--- config.mk ---
export PLATFORM = sky130hd
export DESIGN_NAME = stc0_twsram_arbiter_flat
export DESIGN_NICKNAME = d
export VERILOG_FILES = /design/src/rtl/stc0_twsram_arbiter_if.sv /design/src/rtl/stc0_twsram_arbiter.sv /design/src/flat_wrapper.sv
export SDC_FILE = /design/constraint.sdc
export NUM_CORES = 1
export LEC_CHECK = 0
export CORE_MARGIN = 3
export CORE_UTILIZATION = 35
export CTS_BUF_LIST = sky130_fd_sc_hd__clkbuf_4 sky130_fd_sc_hd__clkbuf_8
export DETAILED_ROUTE_END_ITERATION = 6
export PLACE_DENSITY = 0.84
export RECOVER_POWER = 100
export SLEW_MARGIN = 5
export SYNTH_ARGS = -nofsm -noshare
export SYNTH_HDL_FRONTEND = slang
export SYNTH_SLANG_ARGS = --single-unit
export TNS_END_PERCENT = 50
--- constraint.sdc ---
create_clock -name clk -period 2.2 [get_ports clk]
set_input_delay 0.44 -clock clk [delete_from_list [all_inputs] [get_ports clk]]
set_output_delay 0.44 -clock clk [all_outputs]
set_load 0.05 [all_outputs]
--- src/rtl/stc0_twsram_arbiter_if.sv ---
// Bundle between the twiddle SRAM arbiter and its two requesters plus the SRAM macro.
// The slave modport is the arbiter's view; master is the requester/SRAM side.
interface stc0_twsram_arbiter_if #(
  parameter int DW = 32,
  parameter int AW = 7
) ();
  logic          b_req;
  logic [AW-1:0] b_addr;
  logic          b_gnt;
  logic [DW-1:0] b_rdata;
  logic          b_rvalid;

  logic          h_req;
  logic          h_we;
  logic [AW-1:0] h_addr;
  logic [DW-1:0] h_wdata;
  logic          h_gnt;
  logic [DW-1:0] h_rdata;
  logic          h_rvalid;

  logic          cs_n;
  logic          we_n;
  logic [AW-1:0] addr;
  logic [DW-1:0] wdata;
  logic [DW-1:0] rdata;

  modport slave (
    input  b_req, b_addr, h_req, h_we, h_addr, h_wdata, rdata,
    output b_gnt, b_rdata, b_rvalid, h_gnt, h_rdata, h_rvalid,
           cs_n, we_n, addr, wdata
  );

  modport master (
    output b_req, b_addr, h_req, h_we, h_addr, h_wdata, rdata,
    input  b_gnt, b_rdata, b_rvalid, h_gnt, h_rdata, h_rvalid,
           cs_n, we_n, addr, wdata
  );
endinterface

--- src/rtl/stc0_twsram_arbiter.sv ---
// Twiddle SRAM arbiter: butterfly reads have priority, host load/readback is
// guaranteed a slot after STARVE_LIMIT consecutive denied cycles.
//
// state    | meaning
// BF_PRI   | butterfly wins a simultaneous request (default)
// HOST_PRI | host owed a turn; lasts one cycle, host wins if requesting
module stc0_twsram_arbiter #(
  parameter int DW           = 32,
  parameter int AW           = 7,
  parameter int RD_LAT       = 1,
  parameter int STARVE_LIMIT = 8
) (
  input  logic                   clk,
  input  logic                   rst,
  stc0_twsram_arbiter_if.slave   bus
);
  typedef enum logic {BF_PRI, HOST_PRI} state_t;

  typedef struct packed {
    logic vld;
    logic host;
  } tag_t;

  localparam logic [7:0] LIMIT = 8'(STARVE_LIMIT);

  state_t        state_q, state_d;
  logic [7:0]    starve_q, starve_d;
  logic          b_gnt_c, h_gnt_c;
  logic          cs_n_q, we_n_q;
  logic [AW-1:0] addr_q;
  logic [DW-1:0] wdata_q;
  tag_t          tag_q [0:RD_LAT];
  tag_t          ret;

  always_comb begin
    state_d  = state_q;
    starve_d = starve_q;
    b_gnt_c  = 1'b0;
    h_gnt_c  = 1'b0;

    // No grant may leave the block in a reset cycle.
    if (!rst) begin
      case (state_q)
        BF_PRI: begin
          if (bus.b_req)      b_gnt_c = 1'b1;
          else if (bus.h_req) h_gnt_c = 1'b1;
        end
        HOST_PRI: begin
          if (bus.h_req)      h_gnt_c = 1'b1;
          else if (bus.b_req) b_gnt_c = 1'b1;
        end
        default: ;
      endcase
    end

    if (!bus.h_req || h_gnt_c)
      starve_d = 8'd0;
    else if (starve_q != LIMIT)
      starve_d = starve_q + 8'd1;

    case (state_q)
      BF_PRI:   if (starve_d == LIMIT) state_d = HOST_PRI;
      HOST_PRI: state_d = BF_PRI;
      default:  state_d = BF_PRI;
    endcase
  end

  always_ff @(posedge clk) begin
    if (rst) begin
      state_q  <= BF_PRI;
      starve_q <= 8'd0;
      cs_n_q   <= 1'b1;
      we_n_q   <= 1'b1;
      addr_q   <= '0;
      wdata_q  <= '0;
      for (int i = 0; i <= RD_LAT; i++) tag_q[i] <= '0;
    end else begin
      state_q  <= state_d;
      starve_q <= starve_d;
      cs_n_q   <= ~(b_gnt_c | h_gnt_c);
      we_n_q   <= ~(h_gnt_c & bus.h_we);
      if (b_gnt_c)      addr_q <= bus.b_addr;
      else if (h_gnt_c) addr_q <= bus.h_addr;
      if (h_gnt_c && bus.h_we) wdata_q <= bus.h_wdata;
      // Tag pipe tracks which requester owns each read until its data lands.
      tag_q[0] <= '{vld: b_gnt_c | (h_gnt_c & ~bus.h_we), host: h_gnt_c};
      for (int i = 1; i <= RD_LAT; i++) tag_q[i] <= tag_q[i-1];
    end
  end

  assign ret          = tag_q[RD_LAT];
  assign bus.b_gnt    = b_gnt_c;
  assign bus.h_gnt    = h_gnt_c;
  assign bus.cs_n     = cs_n_q;
  assign bus.we_n     = we_n_q;
  assign bus.addr     = addr_q;
  assign bus.wdata    = wdata_q;
  assign bus.b_rvalid = ~rst & ret.vld & ~ret.host;
  assign bus.h_rvalid = ~rst & ret.vld & ret.host;
  assign bus.b_rdata  = bus.b_rvalid ? bus.rdata : '0;
  assign bus.h_rdata  = bus.h_rvalid ? bus.rdata : '0;
endmodule
--- src/flat_wrapper.sv ---
// flat-port wrapper written by rule: the top's interface ports become plain ports
module stc0_twsram_arbiter_flat 
#(
  parameter int DW           = 32,
  parameter int AW           = 7,
  parameter int RD_LAT       = 1,
  parameter int STARVE_LIMIT = 8
)
  (clk, rst, bus_b_req, bus_b_addr, bus_h_req, bus_h_we, bus_h_addr, bus_h_wdata, bus_rdata, bus_b_gnt, bus_b_rdata, bus_b_rvalid, bus_h_gnt, bus_h_rdata, bus_h_rvalid, bus_cs_n, bus_we_n, bus_addr, bus_wdata);
  stc0_twsram_arbiter_if #(.DW(DW), .AW(AW)) bus_i ();
  input  logic clk;
  input  logic rst;
  input wire logic [$bits(bus_i.b_req)-1:0] bus_b_req;
  input wire logic [$bits(bus_i.b_addr)-1:0] bus_b_addr;
  input wire logic [$bits(bus_i.h_req)-1:0] bus_h_req;
  input wire logic [$bits(bus_i.h_we)-1:0] bus_h_we;
  input wire logic [$bits(bus_i.h_addr)-1:0] bus_h_addr;
  input wire logic [$bits(bus_i.h_wdata)-1:0] bus_h_wdata;
  input wire logic [$bits(bus_i.rdata)-1:0] bus_rdata;
  output wire logic [$bits(bus_i.b_gnt)-1:0] bus_b_gnt;
  output wire logic [$bits(bus_i.b_rdata)-1:0] bus_b_rdata;
  output wire logic [$bits(bus_i.b_rvalid)-1:0] bus_b_rvalid;
  output wire logic [$bits(bus_i.h_gnt)-1:0] bus_h_gnt;
  output wire logic [$bits(bus_i.h_rdata)-1:0] bus_h_rdata;
  output wire logic [$bits(bus_i.h_rvalid)-1:0] bus_h_rvalid;
  output wire logic [$bits(bus_i.cs_n)-1:0] bus_cs_n;
  output wire logic [$bits(bus_i.we_n)-1:0] bus_we_n;
  output wire logic [$bits(bus_i.addr)-1:0] bus_addr;
  output wire logic [$bits(bus_i.wdata)-1:0] bus_wdata;
  assign bus_i.b_req = bus_b_req;
  assign bus_i.b_addr = bus_b_addr;
  assign bus_i.h_req = bus_h_req;
  assign bus_i.h_we = bus_h_we;
  assign bus_i.h_addr = bus_h_addr;
  assign bus_i.h_wdata = bus_h_wdata;
  assign bus_i.rdata = bus_rdata;
  assign bus_b_gnt = bus_i.b_gnt;
  assign bus_b_rdata = bus_i.b_rdata;
  assign bus_b_rvalid = bus_i.b_rvalid;
  assign bus_h_gnt = bus_i.h_gnt;
  assign bus_h_rdata = bus_i.h_rdata;
  assign bus_h_rvalid = bus_i.h_rvalid;
  assign bus_cs_n = bus_i.cs_n;
  assign bus_we_n = bus_i.we_n;
  assign bus_addr = bus_i.addr;
  assign bus_wdata = bus_i.wdata;
  stc0_twsram_arbiter #(.DW(DW), .AW(AW), .RD_LAT(RD_LAT), .STARVE_LIMIT(STARVE_LIMIT)) u_core (.clk(clk), .rst(rst), .bus(bus_i));
endmodule
* Yosys cells after proc, flatten, opt, wreduce, memory -nomap -nowiden
Memory sizes are Yosys's and may differ from the RTL's. Cells that the tools add are included.
Operators by class: add/sub/neg operators 1, eq/ne operators 2, multiplexer cells 21, bitwise gates (word level) 15, reduce and logical (&&, ||, !) cells 4
Operators by type and width (count):
- 32-bit 2-to-1 mux | 2
- 8-bit 2-to-1 mux | 2
- 7-bit 2-to-1 mux | 2
- 1-bit 2-to-1 mux | 10
- 8-bit by 1-bit adder with 8-bit output, second input constant | 1
- 8-bit by 4-bit == test with 1-bit output, second input constant | 1
- 8-bit by 4-bit != test with 1-bit output, second input constant | 1
- 1-bit inverter | 6
- 1-bit one-hot mux with 2 select lines | 3
- 1-bit bitwise AND | 5
- 2-bit 2-to-1 mux | 2
- 1-bit OR | 4
- 2-bit nonzero test | 1
- 1-bit logical AND | 1
- 1-bit zero test | 1
- 1-bit logical OR | 1
Storage, ports and cells: flip-flop bits (word level) 50, RAM bits 4, input bits 83, output and inout bits 109, word-level logic and storage cells 50, memories 1
Memory list:
- u_core.tag_q | words 2, bits a word 2, rd ports 2, clocked after Yosys merged registers in 0, write ports 2, RTL line stc0_twsram_arbiter.sv:32 | tag_t tag_q [0:RD_LAT];

* Logic depth before layout (Yosys ltp)
Gate-level depths: netlist of run 1.
depth after elaboration 9, depth in mapped cells 8, gate-level depth less buffers 7

* Worst setup path after synthesis of run 1
OpenSTA, ideal clock, no wires.
kind input -> output, start point input rst, end point output bus_b_rdata[22], data arrival time 1.938 ns, data required time 1.760 ns, setup slack -0.178 ns, stages 3, buffers on the path 1, path through nor3b_1 -> clkbuf_1 -> and2_1
On the way: word-level cells in the longest chain between the ends 4
RTL lines:
- start, declared | RTL line flat_wrapper.sv:12 | input logic rst;
- 1-bit inverter | RTL line stc0_twsram_arbiter.sv:98 | assign bus.b_rvalid = ~rst & ret.vld & ~ret.host;
- 1-bit bitwise AND (2 in a row) | RTL line stc0_twsram_arbiter.sv:98
- named net bus_b_rvalid | RTL line flat_wrapper.sv:22 | output wire logic [$bits(bus_i.b_rvalid)-1:0] bus_b_rvalid;
- 32-bit 2-to-1 mux | RTL line stc0_twsram_arbiter.sv:100 | assign bus.b_rdata = bus.b_rvalid ? bus.rdata : '0;
- end, declared | RTL line flat_wrapper.sv:21 | output wire logic [$bits(bus_i.b_rdata)-1:0] bus_b_rdata;
The timed path passes the listed nets, and every way through them passes these cells.

* Final worst setup path of run 1
start point input bus_h_req, end point output bus_h_gnt
On the way: word-level cells in the longest chain between the ends 4
RTL lines:
- start, declared | RTL line flat_wrapper.sv:15 | input wire logic [$bits(bus_i.h_req)-1:0] bus_h_req;
- 1-bit 2-to-1 mux * | RTL line stc0_twsram_arbiter.sv:46, stc0_twsram_arbiter.sv:49
- 1-bit 2-to-1 mux | RTL line stc0_twsram_arbiter.sv:45 | if (bus.b_req) b_gnt_c = 1'b1;
- 1-bit one-hot mux with 2 select lines * | RTL line stc0_twsram_arbiter.sv:43 | case (state_q)
- 1-bit 2-to-1 mux * | RTL line stc0_twsram_arbiter.sv:42 | if (!rst) begin
- end, declared | RTL line flat_wrapper.sv:23 | output wire logic [$bits(bus_i.h_gnt)-1:0] bus_h_gnt;
Mark *: on every way between the ends. The rest lies on a longest branch, timed or not.

==> run_results.csv, run 1 <==
group,metric,value,unit
setup_path,crit_path_max_fanout,8,
route,drcViolationCount,0,
route,antenna_left,0,
cells_and_area,multiInputGateArea,1280,um2
clock_network,ctsRootBufferMaster,"clkbuf_8",
synth,yosysMostFrequentCell,"nand2_1",
setup_path,crit_arrival,1.65,ns
run,cap_violations,0,
route,viasPerCell,4.73,
setup_path,ff2ff_setup_slack,0.43,ns
floorplan,core.rowCount,30,
setup_path,crit_required,1.76,ns
grt,grt_use_total,21.8,%
timing,report.final.slew_viol_count,0,
clock_network,clockBufferDepth,2,
floorplan,fp.coreArea,6870,um2
power_and_ir_drop,vdd_drop_max,0.387,mV
synth,syn_area,2490,um2
setup_path,reg2regPathDepth,6,
floorplan,initial_utilization,36.3,%
grt,grt_max_degree,34,
synth,yosysTopAreaCellShare,43.4,%
timing,setup_ws,0.112,ns
placement,port_buffers,191,
synth,yosys_warnings,0,
synth,yosysSeqAreaShare,43.4,%
route,route.met3.wl,543,um
setup_path,rr_endpoint,"u_core.state_q",
setup_path,start_kind,"input port",
floorplan,ios,192,
synth,ys_types,34,
power_and_ir_drop,internal_power,0.00162,W
power_and_ir_drop,clockPowerShare,32.0,%
route,wire_per_inst,15.4,um
synth,synth.avg_cell_area,8.10,um2
status,status,"finished, final reports clean",
synth,synth_edf_count,0,
power_and_ir_drop,switching_share,26.2,%
clock_network,numCtsBuffers,5,
clock_network,postCtsHoldBufs,0,
power_and_ir_drop,pwr-share-seq,46.3,%
timing,finalCritPeriodShare,94.9,%
setup_path,setup.worst_path.class,"input port to output port",
cells_and_area,fillCellCount,443,
placement,place.gp.congestion,0.788,
cells_and_area,layout-drive-gt1-share,18.3,%
clock_network,cts_sinks,54,
route,route.vias.total,2807,
hold_path,hp-start,"u_core.tag_q[0][1]",
cells_and_area,diodes,0,
power_and_ir_drop,power.density,416,nW/um2
hold_path,whs_path_depth,1,
route,wl,9180,um
clock_network,clk_pin_slew,0.09,ns
setup_path,critPathCaptureType,"output port",
route,wl_met1,3400,um
power_and_ir_drop,p_sw,0.000575,W
synth,async_flop_share,0,%
timing,finalSetupViolCount,0,
clock_network,h-tree-depth,2,
clock_network,cts_tree,"yes",
setup_path,crit_cells,4,
timing,maxSlewHeadroom,17.5,%
cells_and_area,syn_to_final_growth,112,%
grt,grt_pass1_wl,14500,um
timing,finalClockSkew,0.00489,ns
synth,netlist_top_cells_count,"nand2_1, and2_1, dfxtp_1",
floorplan,die_w,90.4,um
route,met2_length,5040,um
setup_path,cp_top_family,"buffers and inverters",
grt,grt.overflow.total,0,
setup_path,path_buf_inv,3,
setup_path,slowest_delay,0.59,ns
synth,synth.ff_latch_count,54,
setup_path,path_common_cell,"buf_4",
cells_and_area,area.sequential,1080,um2
hold_path,min_to,"u_core.tag_q[0][3]",
timing,tightest_slew,1.24,ns
grt,antenna_found_initial,0,
placement,placed_cells,586,
cells_and_area,fin_nets,582,
hold_path,hp-class,"flop to flop",
route,first_pass_iters,5,
setup_path,path_cells,"clkdlybuf4s50_1, nor3b_4, buf_4, buf_4",
route,drtIter0Drc,150,
grt,grt_pass1_vias,2819,
synth,synthTopCellsByArea,"dfxtp_1, and2_1, nand2_1",
cells_and_area,fin_cells,594,
route,top_layer,"met4",
timing,fin_crit,2.09,ns
placement,dp_slack,-0.00519,ns
power_and_ir_drop,comb_power_share,21.7,%
floorplan,dieArea,8170,um2
synth,yosysTopAreaCell,"dfxtp_1",
floorplan,die_y,90.4,um
placement,dp_hpwl,7650,um
synth,synth_cells,308,
setup_path,critPathSlowestCell,"clkdlybuf4s50_1",
timing,hold_violations,0,
clock_network,post_cts_buffers,0,
synth,syn-num-nets,393,
synth,ys.flop_type,"dfxtp_1",
setup_path,r2r-start,"u_core.starve_q[0]",
power_and_ir_drop,p_leak,2.04,nW
clock_network,post_cts_resized,0,
clock_network,clk_latency,0.30,ns
timing,max_freq,479,MHz
timing,rsz0062_at_grt,"no",
==> registers in the layout (all words and copies together) (netlist names) <==
signal / cells
u_core.bus.wdata: 32
u_core.starve_q: 8
u_core.bus.addr: 7
u_core.tag_q: 4
u_core.bus.cs_n: 1
u_core.bus.we_n: 1
u_core.state_q: 1
==> power by group through the flow <==
| stage | sequential, W | clock, W | combinational, W |
|---|---|---|---|
| after CTS | 0.00102 | 0.000721 | 0.000488 |
| after floorplan | 0.00111 | 0 | 0.000132 |
| final | 0.00101 | 0.000702 | 0.000476 |
| after global routing | 0.00102 | 0.000760 | 0.000500 |
| after global placement | 0.00104 | 0 | 0.000478 |
| after detailed placement | 0.00104 | 0 | 0.000487 |
==> how the worst max path moves through the flow <==
stage | startpoint | endpoint | slack [ns]
floorplan | rst | bus_h_rdata[22] | -0.05
global placement | bus_b_req | u_core.bus.wdata[5] | 0.08
detailed placement | bus_b_req | u_core.bus.wdata[25] | -0.005
CTS | bus_h_req | bus_h_gnt | 0.15
global route | bus_h_req | bus_h_gnt | 0.05
finish | bus_h_req | bus_h_gnt | 0.11
==> through the flow <==
stage          instance area [um2]  TNS (ns)  util (%)  power (W)  hold slack (ns)
2_1_floorplan                 2490    -0.419         -    0.00124            0.414
3_3_place_gp                  5170         0      75.3    0.00151            0.423
3_5_place_dp                  5170  -0.00519      75.3    0.00152            0.427
4_1_cts                       5290         0      77.0    0.00223            0.454
5_1_grt                       5280         0      76.8    0.00228            0.474
6_report                      5280         0      76.8    0.00219            0.449
==> routing by layer <==
layer | up-vias | GRT usage (%)
met4 | 0 | 6.63
met2 | 134 | 42.4
met5 | - | 0
li1 | 1384 | -
met1 | 1275 | 23.3
met3 | 14 | 4.75
==> kinds of logic after synthesis <==
group,Yosys count,share of synthesized area (%)
simple gates,173,35.4
buf+inv,23,5.42
fa+ha+maj,2,1.00
flops,54,43.4
compound gates,49,12.3
xor+xnor,7,2.46
==> final cells by class <==
type / instances / area share (%)
clock buffer: 6 / 1.57
clock inverter: 2 / 0.735
inverter: 5 / 0.356
multi-input combinational: 231 / 24.3
sequential: 54 / 20.5
tap: 96 / 2.28
timing repair buffer: 200 / 50.3
==> layout by cell type, fill, tap and decap left out, types with 2 or more instances in the layout <==
cell type	synthesis	layout
xnor2_1	4	4
dfxtp_1	54	54
clkdlybuf4s50_1	0	81
clkbuf_8	0	6
a21oi_1	34	34
nor2_1	21	21
and2_0	0	65
inv_1	4	4
ha_1	2	2
xor2_1	3	3
nand2_1	68	68
dlygate4sd3_1	0	41
nand4_1	2	2
nor2b_1	2	2
nand3_1	5	5
nand3b_1	2	2
a222oi_1	7	7
buf_12	0	68
buf_4	1	8
==> worst register-to-register path: cells and delay by family, from the launching register on <==
kind / cells / cell delay [ns]
fa+ha+maj: 1 / 0.29
simple gates: 3 / 0.52
compound gates: 2 / 0.53
flops: 1 / 0.35
(Power assumes the default switching activity.)
==> run 2: changes to the inputs <==
--- a/config.mk
+++ b/config.mk
@@ -11,6 +11,7 @@
 export DETAILED_ROUTE_END_ITERATION = 6
 export PLACE_DENSITY = 0.84
 export RECOVER_POWER = 100
+export REMOVE_ABC_BUFFERS = 1
 export SLEW_MARGIN = 5
 export SYNTH_ARGS = -nofsm -noshare
 export SYNTH_HDL_FRONTEND = slang
==> run 2 against run 1 <==
  * Register-to-register slack better by 0.08 ns
  * Largest power group unchanged
  * Clock skew increased by 0.0065 ns
  * Critical endpoint is now bus_b_gnt
  * Sequential share of layout area up 0.063 points
  * Highest routed layer unchanged
==> run_results.csv, run 2 (synthesis results as in run 1) <==
group,metric,value,unit
timing,finalCritPeriodShare,93.9,%
setup_path,reg2regPathDepth,6,
setup_path,rr_endpoint,"u_core.state_q",
route,first_pass_iters,4,
timing,maxSlewHeadroom,52.2,%
route,wl,10000,um
route,drtIter0Drc,146,
clock_network,h-tree-depth,2,
clock_network,ctsRootBufferMaster,"clkbuf_8",
timing,hold_violations,0,
cells_and_area,utilization,76.6,%
clock_network,clk_latency,0.32,ns
clock_network,clk_pin_slew,0.11,ns
placement,place.gp.congestion,0.879,
power_and_ir_drop,power.density,396,nW/um2
power_and_ir_drop,p_leak,2.02,nW
power_and_ir_drop,vdd_drop_max,0.429,mV
hold_path,min_to,"u_core.tag_q[0][3]",
route,route.vias.total,2803,
timing,finalSetupTns,0,ns
setup_path,crit_path_max_fanout,3,
grt,grt_pass1_wl,15600,um
cells_and_area,diodes,0,
setup_path,ff2ff_setup_slack,0.51,ns
setup_path,r2r-start,"u_core.starve_q[0]",
cells_and_area,layout-drive-gt1-share,17.5,%
timing,report.final.slew_viol_count,0,
placement,port_buffers,191,
timing,rsz0062_at_grt,"no",
timing,finalSetupViolCount,0,
clock_network,post_cts_resized,0,
clock_network,cts_tree,"yes",
grt,grt_pass1_vias,2852,
setup_path,start_kind,"input port",
clock_network,post_cts_buffers,0,
grt,antenna_found_initial,0,
floorplan,initial_utilization,36.3,%
hold_path,whs_path_depth,1,
route,wire_per_inst,16.8,um
run,cap_violations,0,
timing,fin_crit,2.07,ns
timing,finalClockSkew,0.0114,ns
clock_network,numCtsBuffers,5,
route,drcViolationCount,0,
timing,tightest_slew,0.717,ns
setup_path,crit_required,1.76,ns
floorplan,die_w,90.4,um
clock_network,cts_sinks,54,
floorplan,die_y,90.4,um
route,viasPerCell,4.72,
clock_network,clockBufferDepth,2,
clock_network,postCtsHoldBufs,0,
grt,grt_max_degree,34,
timing,max_freq,484,MHz
setup_path,setup.worst_path.class,"input port to output port",
placement,dp_hpwl,8380,um
cells_and_area,fillCellCount,450,
floorplan,core.rowCount,30,
cells_and_area,fin_nets,582,
floorplan,dieArea,8170,um2
floorplan,ios,192,
grt,grt.overflow.total,0,
setup_path,crit_arrival,1.63,ns
floorplan,fp.coreArea,6870,um2
grt,grt_use_total,24.0,%
status,status,"finished, final reports clean",
setup_path,critPathCaptureType,"output port",
cells_and_area,layout_commonest_cell,"clkdlybuf4s50_1",
cells_and_area,layout_common_cells,"clkdlybuf4s50_1, buf_12, nand2_1",
cells_and_area,largest_register_ffs,32,
hold_path,hp-start,"u_core.tag_q[0][1]",
cells_and_area,syn_to_final_growth,111,%
hold_path,hp-class,"flop to flop",
route,antenna_left,0,
-- run 2: changes by cell type in the layout (fill, tap and decap cells not counted), sizes merged --
cell    before  now
bufinv       1    0
buf         77   75
clkinv       0    1
clkbuf       7    8
inv          6    7
-- run 2: routing by layer --
layer / up-vias / share of wire, % / GRT usage, %
li1: 1383 / - / -
met1: 1301 / 36 / 23.3
met2: 101 / 55 / 47.7
met3: 18 / 6.8 / 7.25
met4: 0 / 2.6 / 7.40
met5: - / 0 / 0
-- run 2: worst max path at each step --
| stage | end | slack [ns] | depth (start not counted) | startpoint |
|---|---|---|---|---|
| 2_1_floorplan | bus_b_rdata[0] | -1.54 | 2 | rst |
| 3_3_place_gp | u_core.bus.wdata[8] | 0.11 | 7 | bus_b_req |
| 3_5_place_dp | u_core.bus.wdata[4] | 0.01 | 7 | bus_b_req |
| 4_1_cts | bus_h_gnt | 0.16 | 4 | bus_h_req |
| 5_1_grt | bus_b_rdata[25] | 0.05 | 4 | u_core.tag_q[0][3] |
| 6_report | bus_b_gnt | 0.13 | 4 | bus_b_req |
-- run 2: power by group --
group	switching, W	internal [W]
clock network	0.000351	0.000239
registers	0.0000117	0.00100
logic	0.000239	0.000242
-- run 2: worst max-delay path: stages --
cell	delay, ns
clkdlybuf4s50_1	0.51
inv_1	0.06
a211oi_1	0.42
buf_12	0.20
-- run 2: stage by stage --
step	std cells	total power [W]	worst slack [ns]	hold WS, ns	cell area (um2)
after floorplan	290	0.00123	-1.54	0.414	2380
after global placement	586	0.00152	0.111	0.424	5180
after detailed placement	586	0.00153	0.0141	0.444	5180
after CTS	594	0.00212	0.161	0.454	5280
after global routing	594	0.00217	0.0545	0.471	5260
final	594	0.00208	0.135	0.454	5260
-- run 2: cell type report --
| cell class | count | area, um2 | area share, % |
|---|---|---|---|
| sequential | 54 | 1080 | 20.6 |
| multi-input combinational | 231 | 1270 | 24.2 |
| timing repair buffer | 200 | 2670 | 50.7 |
| tap | 96 | 120 | 2.28 |
| inverter | 5 | 18.8 | 0.357 |
| clock buffer | 5 | 68.8 | 1.31 |
| clock inverter | 3 | 28.8 | 0.547 |
==> run 3: changes to the inputs <==
--- a/config.mk
+++ b/config.mk
@@ -5,10 +5,11 @@
 export SDC_FILE = /design/constraint.sdc
 export NUM_CORES = 1
 export LEC_CHECK = 0
-export CORE_MARGIN = 3
+export CORE_MARGIN = 2
 export CORE_UTILIZATION = 35
 export CTS_BUF_LIST = sky130_fd_sc_hd__clkbuf_4 sky130_fd_sc_hd__clkbuf_8
 export DETAILED_ROUTE_END_ITERATION = 6
+export GPL_TIMING_DRIVEN = 0
 export PLACE_DENSITY = 0.84
 export RECOVER_POWER = 100
 export REMOVE_ABC_BUFFERS = 1
==> run 3 against run 2 <==
  * The run now ends with design-rule violations left
  * Utilization fell by 11 points
  * Register-to-register slack barely moved
  * Sequential share of layout area is 3.6 points higher
  * Combinational power fell by 6.2%
  * Non-clock buffer count grew 2
  * Critical path depth rose by 2
  * Clock power down 6.5%
  * First-iteration DRC count fell by 15%
  * Routed wire length rose by 2.4%
  * Flip-flop and latch count did not move
  * Die area is 4.4% lower
  * Clock skew down 0.0022 ns
  * Critical endpoint is now bus_b_rdata[12]
==> run_results.csv, run 3 (synthesis results as in run 1) <==
group,metric,value,unit
status,status,"finished, violations left",
status,violations,"design-rule violations",
cells_and_area,fin_nets,587,
grt,met2_usage,46.1,%
floorplan,die_w,88.4,um
floorplan,initial_utilization,36.5,%
setup_path,start_kind,"input port",
placement,place.gp.congestion,0.838,
grt,grt_max_degree,34,
timing,hold_violations,0,
route,wire_per_inst,17.1,um
setup_path,critPathSlowestCell,"clkbuf_4",
timing,maxSlewHeadroom,44.0,%
clock_network,cts_tree,"yes",
cells_and_area,fillCellCount,588,
cells_and_area,syn_to_final_growth,79.7,%
timing,holdWs,0.456,ns
setup_path,path_cells,"buf_4, buf_12, nor3b_4, buf_4, and2_0, clkbuf_4",
timing,finalSetupViolCount,0,
clock_network,h-tree-depth,2,
hold_path,hp-class,"flop to flop",
clock_network,clockBufferDepth,2,
floorplan,die_y,88.4,um
route,drcViolationCount,1,
setup_path,critPathCaptureType,"output port",
grt,grt_use_met3,4.01,%
setup_path,slowest_delay,0.25,ns
placement,dp_hpwl,7590,um
setup_path,cp_top_family,"buffers and inverters",
cells_and_area,largest_register_ffs,32,
timing,max_freq,461,MHz
setup_path,path_common_cell,"buf_4",
power_and_ir_drop,vdd_drop_max,0.419,mV
cells_and_area,layout_commonest_cell,"clkdlybuf4s50_1",
grt,use_met1,22.7,%
run,cap_violations,0,
grt,grt_pass1_vias,2686,
grt,grt.overflow.total,0,
route,route.vias.total,2898,
floorplan,fp.coreArea,6830,um2
cells_and_area,utilization,65.6,%
route,viasPerCell,4.83,
clock_network,numCtsBuffers,5,
grt,grt_use_total,23.1,%
timing,finalSetupTns,0,ns
setup_path,crit_required,1.76,ns
grt,grt_pass1_wl,13700,um
route,drtIter0Drc,124,
cells_and_area,fin_cells,600,
clock_network,postCtsHoldBufs,0,
route,antenna_left,0,
timing,fin_crit,2.17,ns
setup_path,path_buf_inv,4,
placement,port_buffers,191,
power_and_ir_drop,p_leak,1.87,nW
clock_network,ctsRootBufferMaster,"clkbuf_8",
floorplan,core.rowCount,30,
timing,finalClockSkew,0.00923,ns
timing,tightest_slew,0.839,ns
clock_network,cts_sinks,54,
route,wl,10200,um
grt,antenna_found_initial,2,
timing,report.final.slew_viol_count,0,
grt,grt-busiest-layer,"met2",
floorplan,ios,192,
clock_network,clk_pin_slew,0.09,ns
timing,rsz0062_at_grt,"no",
power_and_ir_drop,fin_total_pwr,0.00202,W
setup_path,setup.worst_path.class,"input port to output port",
cells_and_area,layout_common_cells,"clkdlybuf4s50_1, nand2_1, and2_1",
clock_network,clk_latency,0.31,ns
floorplan,dieArea,7820,um2
setup_path,crit_arrival,1.73,ns
power_and_ir_drop,power.density,450,nW/um2
placement,placed_cells,579,
route,first_pass_iters,7,
setup_path,crit_path_max_fanout,21,
cells_and_area,layout-drive-gt1-share,19.1,%
timing,finalCritPeriodShare,98.5,%
[run 3: cell count changes in the layout (fill, tap and decap cells not counted), sizes merged]
cell | previous run | this run
clkdlybuf4s50 | 81 | 80
and3b | 1 | 3
clkdlybuf4s18 | 0 | 4
clkbuf | 8 | 36
clkdlybuf4s15 | 0 | 24
and2 | 65 | 66
dlymetal6s2s | 0 | 1
buf | 75 | 21
inv | 7 | 6
diode | 0 | 2
[run 3: per-stage QoR]
stage,instance area (um2),setup slack [ns]
floorplan,2380,-1.54
global placement,4410,-3.50
detailed placement,4440,-1.29
CTS,4430,-0.00906
global route,4480,0.00586
finish,4480,0.0320
[run 3: power by group]
| group | leakage [nW] | total [W] | switching (W) | internal, W |
|---|---|---|---|---|
| sequential | 0.438 | 0.00102 | 0.0000132 | 0.00100 |
| clock | 0.0444 | 0.000551 | 0.000330 | 0.000221 |
| combinational | 1.39 | 0.000451 | 0.000238 | 0.000213 |
| total | 1.87 | 0.00202 | 0.000581 | 0.00144 |
[run 3: timing repair]
item	in CTS	in global routing
gates resized for setup	289	16
endpoints found under the setup margin	101	74
gates cloned	1	3
setup buffers	4	4
pin swaps	1	2
[run 3: final timing paths]
path / start / end / slack [ns] / cells past startpoint
hold reg to reg: u_core.bus.wdata[20] / u_core.bus.wdata[20] / 0.46 / 2
hold / removal: u_core.bus.wdata[20] / u_core.bus.wdata[20] / 0.46 / 2
setup / recovery: rst / bus_b_rdata[12] / 0.03 / 6
setup reg to reg: u_core.state_q / u_core.bus.wdata[2] / 0.50 / 6
[run 3: metal layers]
metal  up-vias  part of all wire (%)
met5         -                     0
met1      1366                    34
met3        25                   5.9
li1       1397                     -
met2       110                    55
met4         0                   4.2
[run 3: cell type report]
type / count / area, um2 / area share (%)
sequential: 54 / 1080 / 24.1
timing repair buffer: 202 / 1840 / 41.1
multi-input combinational: 234 / 1330 / 29.7
inverter: 5 / 21.3 / 0.475
clock buffer: 5 / 68.8 / 1.54
tap: 96 / 120 / 2.68
antenna: 2 / 5.00 / 0.112
clock inverter: 2 / 13.8 / 0.307
[run 3: worst register-to-register path, stage by stage (launching register included)]
cell and delay (ns):
dfxtp_1 0.43, nor2b_4 0.08, nor3b_4 0.30, and2_4 0.35, inv_4 0.20, nand2_1 0.12, a21oi_1 0.07
